**config.mk**
```make
export PLATFORM = sky130hd
export DESIGN_NAME = cpu_seq_ctrl
export DESIGN_NICKNAME = d
export VERILOG_FILES = /design/src/rtl/cpu_seq_ctrl.sv
export SDC_FILE = /design/constraint.sdc
export NUM_CORES = 1
export LEC_CHECK = 0
export CORE_MARGIN = 2
export CORE_UTILIZATION = 40
export DETAILED_ROUTE_END_ITERATION = 8
export PLACE_DENSITY = 0.79
export SYNTH_ARGS = -nofsm -noshare
export SYNTH_HDL_FRONTEND = slang
export SYNTH_SLANG_ARGS = --single-unit
```
**constraint.sdc**
```tcl
create_clock -name clk -period 4.9 [get_ports clk]
set_clock_uncertainty 0.15 [all_clocks]
set_input_delay 1.225 -clock clk [delete_from_list [all_inputs] [get_ports clk]]
set_output_delay 1.225 -clock clk [all_outputs]
set_load 0.01 [all_outputs]
```
**src/rtl/cpu_seq_ctrl.sv**
```systemverilog
// cpu_seq_ctrl: fetch/decode/execute sequencer owning PC and IR for the 8-bit 4-register core
// Ports: clk, rst (async, active-high); cpu_tick_i step enable; run_mode_i 1=free run, 0=pause per instr;
//   step_req_i releases one instruction from PAUSE; mem_addr_o/mem_data_i program BRAM (1-clk latency);
//   pc_o, ir_o, operand_o architectural registers; reg_we_o one-hot write strobe; instr_done_o retire pulse;
//   halted_o core stopped at HALT_ADDR; state_dbg_o FSM state for the display mux
module cpu_seq_ctrl #(
  parameter logic [7:0] RESET_PC  = 8'h00,
  parameter logic [7:0] HALT_ADDR = 8'h80
) (
  input  logic       clk,
  input  logic       rst,
  input  logic       cpu_tick_i,
  input  logic       run_mode_i,
  input  logic       step_req_i,
  output logic [7:0] mem_addr_o,
  input  logic [7:0] mem_data_i,
  output logic [7:0] pc_o,
  output logic [7:0] ir_o,
  output logic [7:0] operand_o,
  output logic [3:0] reg_we_o,
  output logic       instr_done_o,
  output logic       halted_o,
  output logic [2:0] state_dbg_o
);
  typedef enum logic [2:0] {
    FETCH   = 3'd0,
    DECODE  = 3'd1,
    OPWAIT  = 3'd2,
    OPERAND = 3'd3,
    EXEC    = 3'd4,
    PAUSE   = 3'd5,
    HALT    = 3'd6
  } state_t;
  state_t state_q, state_d;
  logic [7:0] pc_q, pc_d, ir_q, ir_d, op_q, op_d;
  always_ff @(posedge clk or posedge rst) begin
    if (rst) begin
      state_q <= FETCH;
      pc_q    <= RESET_PC;
      ir_q    <= 8'h00;
      op_q    <= 8'h00;
    end else begin
      state_q <= state_d;
      pc_q    <= pc_d;
      ir_q    <= ir_d;
      op_q    <= op_d;
    end
  end
  // PAUSE watches step_req every clk; all other states move only on cpu_tick
  always_comb begin
    state_d = state_q;
    pc_d    = pc_q;
    ir_d    = ir_q;
    op_d    = op_q;
    if (state_q == PAUSE) state_d = step_req_i ? FETCH : PAUSE;
    else if (cpu_tick_i) begin
      case (state_q)
        FETCH:   state_d = (pc_q == HALT_ADDR) ? HALT : DECODE;
        DECODE: begin
          ir_d    = mem_data_i;
          pc_d    = pc_q + 8'd1;
          state_d = (mem_data_i[7:5] == 3'b010) ? OPWAIT : EXEC;
        end
        OPWAIT:  state_d = OPERAND;
        OPERAND: begin
          op_d    = mem_data_i;
          pc_d    = ir_q[1] ? mem_data_i : pc_q + 8'd1;
          state_d = ir_q[1] ? (run_mode_i ? FETCH : PAUSE) : EXEC;
        end
        EXEC:    state_d = run_mode_i ? FETCH : PAUSE;
        default: state_d = state_q;
      endcase
    end
  end
  // strobes are combinational so the datapath commits on the same tick edge that retires
  always_comb begin
    reg_we_o     = (state_q == EXEC && cpu_tick_i) ? 4'b0001 << ir_q[3:2] : 4'b0000;
    instr_done_o = cpu_tick_i && (state_q == EXEC || (state_q == OPERAND && ir_q[1]));
    halted_o     = state_q == HALT;
  end
  assign mem_addr_o  = pc_q;
  assign pc_o        = pc_q;
  assign ir_o        = ir_q;
  assign operand_o   = op_q;
  assign state_dbg_o = state_q;
endmodule

```
Yosys cells after proc, flatten, opt, wreduce, memory -nomap -nowiden
Cells that the tools add are included.
W data, S select, Z words.
{"block": "totals", "reg_bits": 27, "output_inout_bits": 41}
{"block": "classes", "add_sub_neg": 1, "n_eq_ne": 8, "shifts": 1, "n_mux": 11, "bitwise": 1, "n_reduce_logical": 12}
{"operator": "$mux W3", "n": 7}
{"operator": "$pmux W8 S2", "n": 1}
{"operator": "$pmux W3 S5", "n": 1}
{"operator": "$eq A3 B2 Y1 const B", "n": 3}
{"operator": "$eq A3 B3 Y1 const B", "n": 3}
{"operator": "$reduce_and A3 Y1", "n": 3}
{"operator": "$add A8 B1 Y8 const B", "n": 1}
{"operator": "$eq A8 B8 Y1 const B", "n": 1}
{"operator": "$mux W8", "n": 1}
{"operator": "$reduce_bool A6 Y1", "n": 1}
{"operator": "$mux W4", "n": 1}
{"operator": "$reduce_bool A2 Y1", "n": 2}
{"operator": "$shl A1 B2 Y4 const A", "n": 1}
{"operator": "$eq A3 B1 Y1 const B", "n": 1}
{"operator": "$logic_and A1 B1 Y1", "n": 3}
{"operator": "$logic_not A3 Y1", "n": 1}
{"operator": "$reduce_and A2 Y1", "n": 1}
{"operator": "$logic_or A1 B1 Y1", "n": 1}
{"operator": "$not A1 Y1", "n": 1}

Logic depth before layout (Yosys ltp)
Gate-level depths: netlist (run 1).
{"block": "depth", "word_depth": 5, "mapped_depth": 6, "depth_no_buf": 6}

Least setup slack after synthesis (run 1)
No wires, ideal clock.
{"block": "synth_path", "kind": "input port to output port", "startpoint": "in cpu_tick_i", "endpoint": "out reg_we_o[0]", "t_arrival_ns": 1.901, "setup_slack_ns": 1.624, "stages": 3, "path_buffers": 1, "cell_sequence": "buf_2 nand2b_1 nor4_1"}
{"block": "synth_between", "elab_chain_len": 2}
{"element": "start, declared", "line": "12", "text": "input logic cpu_tick_i,"}
{"element": "$logic_and A1 B1 Y1", "line": "77", "text": "reg_we_o = (state_q == EXEC && cpu_tick_i) ? 4'b0001 << ir_q[3:2] : 4'b0000;"}
{"element": "$mux W4", "line": "77"}
{"element": "end, declared", "line": "20", "text": "output logic [3:0] reg_we_o,"}
No other way between the ends.

Worst setup path after layout (run 1)
{"block": "layout_path", "startpoint": "in cpu_tick_i", "endpoint": "out reg_we_o[2]"}
Same word-level chain as after synthesis.

==> reports/qor.yml, run 1 <==
power:
  p_leak_nw: 0.8540
  power.density_nw_per_um2: 561.8
  ir_drop_mv: 0.3122
synthesis:
  synth_seq_cells: 27
  yosysUniqueCellTypes: 41
  syn_inst: 154
  yosysWarnings: 0
  synthesis.nets: 169
  async_flop_share: 1.000
  synth_edf_count: 0
  synth-seq-area-share: 0.4401
  synth-main-ff-cell: "dfrtp_1"
  netlist_area_sq_um: 1535
  synth.avg_cell_area_sq_um: 9.969
finish:
  multi_input_area_sq_um: 733.2
  design_area_sq_um: 2074
  fillers: 343
  fin_util: 0.5624
  antennaDiodeCount: 0
  seq_area_sq_um: 675.6
  final_cell_mix: "clkdlybuf4s50_1 (53), dfrtp_1 (27), mux2_2 (15)"
  fin_cells: 244
  final_nets: 212
  drive_gt1_frac: 0.1224
  area_growth_pct: 35.13
  final_common_cell: "clkdlybuf4s50_1"
critical_path:
  cp-start-kind: "input pin"
  worst_ep_arrival_time_ns: 2.97
  timing.rr.start: "state_dbg_o[0]"
  critPathKind: "input pin to output pin"
  path_max_fanout: 9
  startpoint: "cpu_tick_i"
  reg2regPathDepth: 3
  cp.required_ns: 3.52
  crit_path_end_kind: "output pin"
timing:
  worst-slew-pin-transition_ns: 1.015
  rsz0062_at_grt: "no"
  fmax_ghz: 0.2300
  hold_viol: 0
  finalCriticalPeriod_ns: 4.348
  slew_violations: 0
  finalCritPeriodShare: 0.8873
  slew_headroom: 0.3225
  setup_viol_count_final: 0
  fin_setup_tns_ns: 0
detailed_routing:
  dr_total_vias: 1295
  drc_errors: 0
  viasPerCell: 5.307
  wl_per_cell_um: 14.50
  drt_iter0_drc: 36
  finalWirelength_mm: 3.537
  ant_nets: 0
  dr.pass1.iters: 4
cts:
  cts.path.max_buffers: 2
  cts_inserted_buffers: 3
  cts-resized-gates: 0
  cts_setup_buffers: 0
  clock-sinks: 27
  cts_tree: "built"
  cts_hold_buf: 0
  clockRootBuffer: "clkbuf_8"
  h-tree-depth: 1
  cts.clk_slew.worst_paths_ns: 0.09
  clk_latency_ns: 0.26
min_path:
  min_path_cells: 2
  worst_hold_startpoint: "operand_o[0]"
  hp-class: "register to register"
place:
  dpl.cell_count: 240
  portBuffers: 53
  dpl.hpwl_mm: 2.587
  gp_congestion: 0.8409
  place_area_sq_um: 2029
grt:
  grt_pass1_wl_mm: 5.554
  grt_max_degree: 28
  grtUsageTotal: 0.1668
  gr-total-overflow: 0
  antenna_found_initial: 0
  grt_pass1_vias: 1099
floorplanning:
  ios: 54
  die_w_um: 65.95
  dieArea_sq_um: 4349
  rows: 22
  start_util: 0.4162
  coreArea_sq_um: 3689
  fp.dieH_um: 65.95
run:
  drv_cap: 0
status:
  run_status: "completed"
[cell families (layout without fill, tap and decap cells)]
group,Yosys count,after routing,share of synthesized area
AO/OA/AOI/OAI,36,36,0.1524
adder cells (fa/ha/maj),2,2,0.01630
flip-flops,27,27,0.4401
multiplexers,17,17,0.1231
buffers and inverters,22,64,0.08231
AND/OR/NAND/NOR,50,50,0.1858
[final timing paths]
kind / to / slack, ns
setup / recovery: reg_we_o[2] / 0.55
hold / removal: operand_o[0] / 0.34
setup reg to reg: operand_o[1] / 2.86
hold reg to reg: operand_o[0] / 0.34
max in group asynchronous: mem_addr_o[5] / 2.64
min in group asynchronous: operand_o[1] / 1.35
[power breakdown]
part | internal [W] | total, W | switching (W)
Combinational | 0.000357 | 0.000593 | 0.000236
Clock | 0.0000581 | 0.000123 | 0.0000645
Sequential | 0.000320 | 0.000450 | 0.000129
[flip-flops by register name, summed over array words and instances, names as in the netlist]
name,cells
operand_o,8
state_dbg_o,3
ir_o,8
mem_addr_o,8
[routing by layer]
layer / GRT usage / wire length [um] / up-vias / share of wire
met5: 0 / 0 / - / 0
met4: 0.05357 / 54 / 0 / 0.015
met3: 0.02215 / 151 / 4 / 0.043
met2: 0.2626 / 1636 / 36 / 0.46
met1: 0.2380 / 1694 / 625 / 0.48
li1: - / - / 630 / -
[worst max-delay path: stages]
cell and delay, ns:
clkdlybuf4s50_1 0.68, nand2b_1 0.17, nor2_1 0.20, nand2_1 0.08, nor2_1 0.09, clkdlybuf4s50_1 0.53
[final cells by class]
type,instances,share of cell area
multi-input cells,105,0.3534
well taps,48,0.02895
inverters,6,0.01086
repair buffers,54,0.2593
clock buffers,4,0.02171
flip-flops and latches,27,0.3257
[cells in the mapped netlist, types with 3 or more instances]
master     number  area (sq um)
buf_4           8         60.06
o22ai_1         3         18.77
nand3_1         8         40.04
dfrtp_1        27         675.7
and3_1          3         18.77
buf_2           5         25.02
a21oi_1        12         60.06
nand2b_1        4         25.02
o21ai_0         9         45.04
a2bb2oi_1       3         26.28
nand2_1        11         41.29
mux2_2         15         168.9
inv_1           6         22.52
nor2_1          8         30.03
[per-stage QoR]
step | power (W) | worst slack, ns | hold slack (ns)
3_3_place_gp | 0.001036 | 0.6501 | 0.3137
6_report | 0.001165 | 0.5522 | 0.3398
2_1_floorplan | 0.0007656 | 1.624 | 0.3653
3_5_place_dp | 0.001050 | 0.5660 | 0.3231
5_1_grt | 0.001243 | 0.4402 | 0.3680
4_1_cts | 0.001174 | 0.5677 | 0.3441
Power figures use the tool's default switching activity.
==> run 2: changes to the inputs <==
SETUP_SLACK_MARGIN = 0.02   (was default)
TNS_END_PERCENT = 20   (was default)
clock period = 4.4 ns   (was 4.9 ns; I/O delays follow)
==> run 2 against run 1 <==
  * Routed wire length fell by 2.6%
  * Critical path type unchanged
  * Register-to-register slack worse by 0.47 ns
  * Sequential share of layout area decreased by 0.12 points
  * Sequential power grew 11%
  * Flip-flop and latch count unchanged
==> reports/qor.yml, run 2 (synthesis results as in run 1) <==
status:
  run_status: "completed"
floorplanning:
  fp.dieH_um: 65.95
  ios: 54
  start_util: 0.4162
  dieArea_sq_um: 4349
  die_w_um: 65.95
  rows: 22
  coreArea_sq_um: 3689
power:
  p_leak_nw: 0.8588
  ir_drop_mv: 0.3337
  power.density_nw_per_um2: 620.9
  p_total_w: 0.001293
critical_path:
  crit_path_end_kind: "output pin"
  path_max_fanout: 3
  startpoint: "cpu_tick_i"
  cp.required_ns: 3.15
  timing.rr.start: "state_dbg_o[0]"
  cp-start-kind: "input pin"
  critPathKind: "input pin to output pin"
  worst_ep_arrival_time_ns: 2.57
grt:
  antenna_found_initial: 0
  gr-total-overflow: 0
  grt_pass1_vias: 1090
  grt_pass1_wl_mm: 5.492
  grtUsageTotal: 0.1649
  grt_max_degree: 28
detailed_routing:
  drc_errors: 0
  ant_nets: 0
  finalWirelength_mm: 3.446
  wl_per_cell_um: 14.07
  dr.pass1.iters: 4
  dr_total_vias: 1288
  drt_iter0_drc: 38
  viasPerCell: 5.257
finish:
  multi_input_area_sq_um: 733.2
  antennaDiodeCount: 0
  final_common_cell: "clkdlybuf4s50_1"
  fin_cells: 245
  fillers: 353
  final_cell_mix: "clkdlybuf4s50_1 (53), dfrtp_1 (27), mux2_2 (15)"
  area_growth_pct: 35.62
  drive_gt1_frac: 0.1269
  seq_area_sq_um: 675.6
  final_nets: 213
timing:
  hold_viol: 0
  finalCritPeriodShare: 0.8682
  slew_violations: 0
  worst-slew-pin-transition_ns: 0.9931
  finalWorstSetupSlack_ns: 0.5798
  fmax_ghz: 0.2618
  setup_viol_count_final: 0
  finalCriticalPeriod_ns: 3.820
  rsz0062_at_grt: "no"
  fin_setup_tns_ns: 0
  slew_headroom: 0.3372
place:
  portBuffers: 53
  preCtsSetupSlack_ns: 0.5820
  gp_congestion: 0.8664
  dpl.hpwl_mm: 2.505
  dpl.cell_count: 241
run:
  drv_cap: 0
cts:
  clock-sinks: 27
  clk_latency_ns: 0.26
  cts_setup_buffers: 0
  cts_hold_buf: 0
  h-tree-depth: 1
  cts.clk_slew.worst_paths_ns: 0.09
  cts-resized-gates: 0
  cts_tree: "built"
  cts_inserted_buffers: 3
  clockRootBuffer: "clkbuf_8"
  cts.path.max_buffers: 2
min_path:
  worst_hold_startpoint: "operand_o[0]"
  hp-class: "register to register"
[run 2: cell types whose count changed in the layout (fill, tap and decap cells not counted), sizes merged]
cell  change
buf       +1
[run 2: worst paths after layout]
check	endpoint	slack [ns]	cells after the start
setup / recovery	reg_we_o[2]	0.58	6
hold / removal	operand_o[0]	0.35	2
setup reg to reg	operand_o[4]	2.39	3
hold reg to reg	operand_o[0]	0.35	2
max in group asynchronous	mem_addr_o[1]	2.29	2
min in group asynchronous	ir_o[2]	1.21	2
[run 2: final cells by class]
cell class | count | share of cell area
inverters | 6 | 0.01082
repair buffers | 55 | 0.2620
flip-flops and latches | 27 | 0.3245
multi-input cells | 105 | 0.3522
well taps | 48 | 0.02885
clock buffers | 4 | 0.02163
[run 2: per-layer routing]
layer | vias to the layer above | share of wire | track usage
li1 | 635 | - | -
met1 | 608 | 0.46 | 0.2459
met2 | 39 | 0.47 | 0.2361
met3 | 6 | 0.044 | 0.02044
met4 | 0 | 0.023 | 0.07653
met5 | - | 0 | 0
[run 2: per-stage QoR]
step / hold WS (ns) / util / area (sq um)
after floorplan: 0.3653 / - / 1535
after global placement: 0.3131 / 0.5522 / 2037
after detailed placement: 0.3275 / 0.5522 / 2037
after CTS: 0.3476 / 0.5645 / 2082
after global routing: 0.3741 / 0.5645 / 2082
final: 0.3451 / 0.5645 / 2082
[run 2: power by group]
group          switching (W)  total, W  leakage (nW)  internal, W
Combinational       0.000259  0.000657         0.494     0.000398
Sequential          0.000142  0.000499         0.342     0.000357
Clock              0.0000720  0.000137        0.0228    0.0000647
Total               0.000474   0.00129         0.859     0.000819
[run 2: critical path: stages]
cell	delay, ns
clkdlybuf4s50_1	0.48
nand2b_1	0.10
nor2_1	0.19
nand2_1	0.08
nor2_1	0.09
clkdlybuf4s50_1	0.53
==> run 3: changes to the inputs <==
CAP_MARGIN = 25   (was default)
==> run 3 against run 2 <==
  * Count of clock-buffer cells in the layout fell by 1
  * Register-to-register slack is essentially flat
  * Via count increased by 0.54%
  * Die area unchanged
  * Clock power up 3%
  * Critical endpoint unchanged
==> reports/qor.yml, run 3 (synthesis results as in run 1) <==
finish:
  final_common_cell: "clkdlybuf4s50_1"
  fin_util: 0.5689
  antennaDiodeCount: 0
  drive_gt1_frac: 0.1364
  area_growth_pct: 36.67
  final_cell_mix: "clkdlybuf4s50_1 (53), dfrtp_1 (27), mux2_2 (15)"
  design_area_sq_um: 2098
  final_nets: 214
place:
  dpl.hpwl_mm: 2.541
  preCtsSetupSlack_ns: 0.5893
  portBuffers: 53
  gp_congestion: 0.8664
  place_area_sq_um: 2052
min_path:
  hold_end: "operand_o[0]"
  hp-class: "register to register"
  worst_hold_startpoint: "operand_o[0]"
  min_path_cells: 2
power:
  power_switching_w: 0.0004801
  p_seq_frac: 0.386
  power.density_nw_per_um2: 619.3
  p_total_w: 0.001299
  p_leak_nw: 0.8690
  power_frac_comb: 0.506
  ir_drop_mv: 0.3440
  clock_power_share: 0.108
  p_int_w: 0.0008193
  switching_share: 0.3695
timing:
  setup_viol_count_final: 0
  fin_setup_tns_ns: 0
  slew_headroom: 0.6184
  finalCriticalPeriod_ns: 3.825
  worst-slew-pin-transition_ns: 0.5723
  rsz0062_at_grt: "no"
  fmax_ghz: 0.2615
  slew_violations: 0
  hold_viol: 0
  finalCritPeriodShare: 0.8692
  finalWorstSetupSlack_ns: 0.5753
cts:
  h-tree-depth: 1
  clk_latency_ns: 0.27
  cts_hold_buf: 0
  clockRootBuffer: "clkbuf_8"
  cts-resized-gates: 0
  cts.path.max_buffers: 2
  cts_setup_buffers: 0
  cts_inserted_buffers: 3
  clock-sinks: 27
  cts.clk_slew.worst_paths_ns: 0.08
  cts_tree: "built"
grt:
  grt_pass1_wl_mm: 5.547
  gr-total-overflow: 0
  grt_pass1_vias: 1081
  grtUsageTotal: 0.1665
  grt_max_degree: 23
  antenna_found_initial: 0
detailed_routing:
  drt_iter0_drc: 40
  finalWirelength_mm: 3.481
  ant_nets: 0
  dr.pass1.iters: 4
  viasPerCell: 5.264
  wl_per_cell_um: 14.15
  drc_errors: 0
  dr_total_vias: 1295
critical_path:
  slowest_stage: "clkdlybuf4s50_1"
  path_cells: "clkdlybuf4s50_1 -> nand2b_1 -> nor2_1 -> nand2_1 -> nor2_1 -> clkdlybuf4s50_1"
  regToRegSetupSlack_ns: 2.38
  worst_ep_arrival_time_ns: 2.57
  cp.required_ns: 3.15
  critPathKind: "input pin to output pin"
  crit_path_end_kind: "output pin"
  cp-start-kind: "input pin"
  crit_buf_inv: 2
  path_max_fanout: 3
  reg2regPathDepth: 3
  crit_family: "buffers and inverters"
  timing.rr.start: "state_dbg_o[0]"
  r2r_end: "operand_o[2]"
  critPathMaxStageDelay_ns: 0.53
floorplanning:
  dieArea_sq_um: 4349
  start_util: 0.4162
  die_w_um: 65.95
  ios: 54
  coreArea_sq_um: 3689
  fp.dieH_um: 65.95
  rows: 22
run:
  drv_cap: 0
status:
  run_status: "completed"
## run 3: cell count changes in the layout (fill, tap and decap cells not counted), sizes merged
cell,previous run,this run
buf,2,3
clkbuf,4,3
clkinv,0,1
## run 3: tightest hold or removal path: cells and delay by family, from the launching register on
kind             cells  cell delay, ns
AND/OR/NAND/NOR      1            0.05
AO/OA/AOI/OAI        1            0.06
flip-flops           1            0.36
## run 3: routing by layer
metal  up-vias  share of wire  wire (um)  global-route usage
li1        635              -          -                   -
met1       613           0.46       1595              0.2465
met2        41           0.47       1623              0.2374
met3         6          0.053        185             0.02385
met4         0          0.022         76             0.07908
met5         -              0          0                   0
## run 3: power by group through the flow
stage / clock network [W] / logic [W] / registers (W)
3_3_place_gp: 0 / 0.000653 / 0.000501
6_report: 0.000141 / 0.000658 / 0.000501
4_1_cts: 0.000144 / 0.000665 / 0.000500
3_5_place_dp: 0 / 0.000663 / 0.000504
5_1_grt: 0.000155 / 0.000709 / 0.000524
2_1_floorplan: 0 / 0.000349 / 0.000504
## run 3: cell type report
class,count,area [sq um]
fill,342,1590
multi-input combinational,105,733.2
sequential,27,675.6
timing repair buffer,56,560.5
tap,48,60.06
clock buffer,3,41.29
inverter,6,22.52
clock inverter,1,5.005
## run 3: metrics by stage
| step | hold slack, ns | cells |
|---|---|---|
| 5_1_grt | 0.3724 | 246 |
| 6_report | 0.3484 | 246 |
| 4_1_cts | 0.3514 | 246 |
| 3_3_place_gp | 0.3131 | 241 |
| 2_1_floorplan | 0.3653 | 154 |
| 3_5_place_dp | 0.3296 | 242 |
## run 3: how the worst max path moves through the flow
| stage | start | endpoint | slack [ns] | depth (start not counted) |
|---|---|---|---|---|
| 4_1_cts | cpu_tick_i | reg_we_o[2] | 0.59 | 6 |
| 6_report | cpu_tick_i | reg_we_o[2] | 0.58 | 6 |
| 2_1_floorplan | cpu_tick_i | reg_we_o[0] | 1.37 | 3 |
| 3_3_place_gp | cpu_tick_i | reg_we_o[3] | 0.63 | 5 |
| 3_5_place_dp | cpu_tick_i | reg_we_o[2] | 0.59 | 6 |
| 5_1_grt | cpu_tick_i | reg_we_o[1] | 0.46 | 6 |
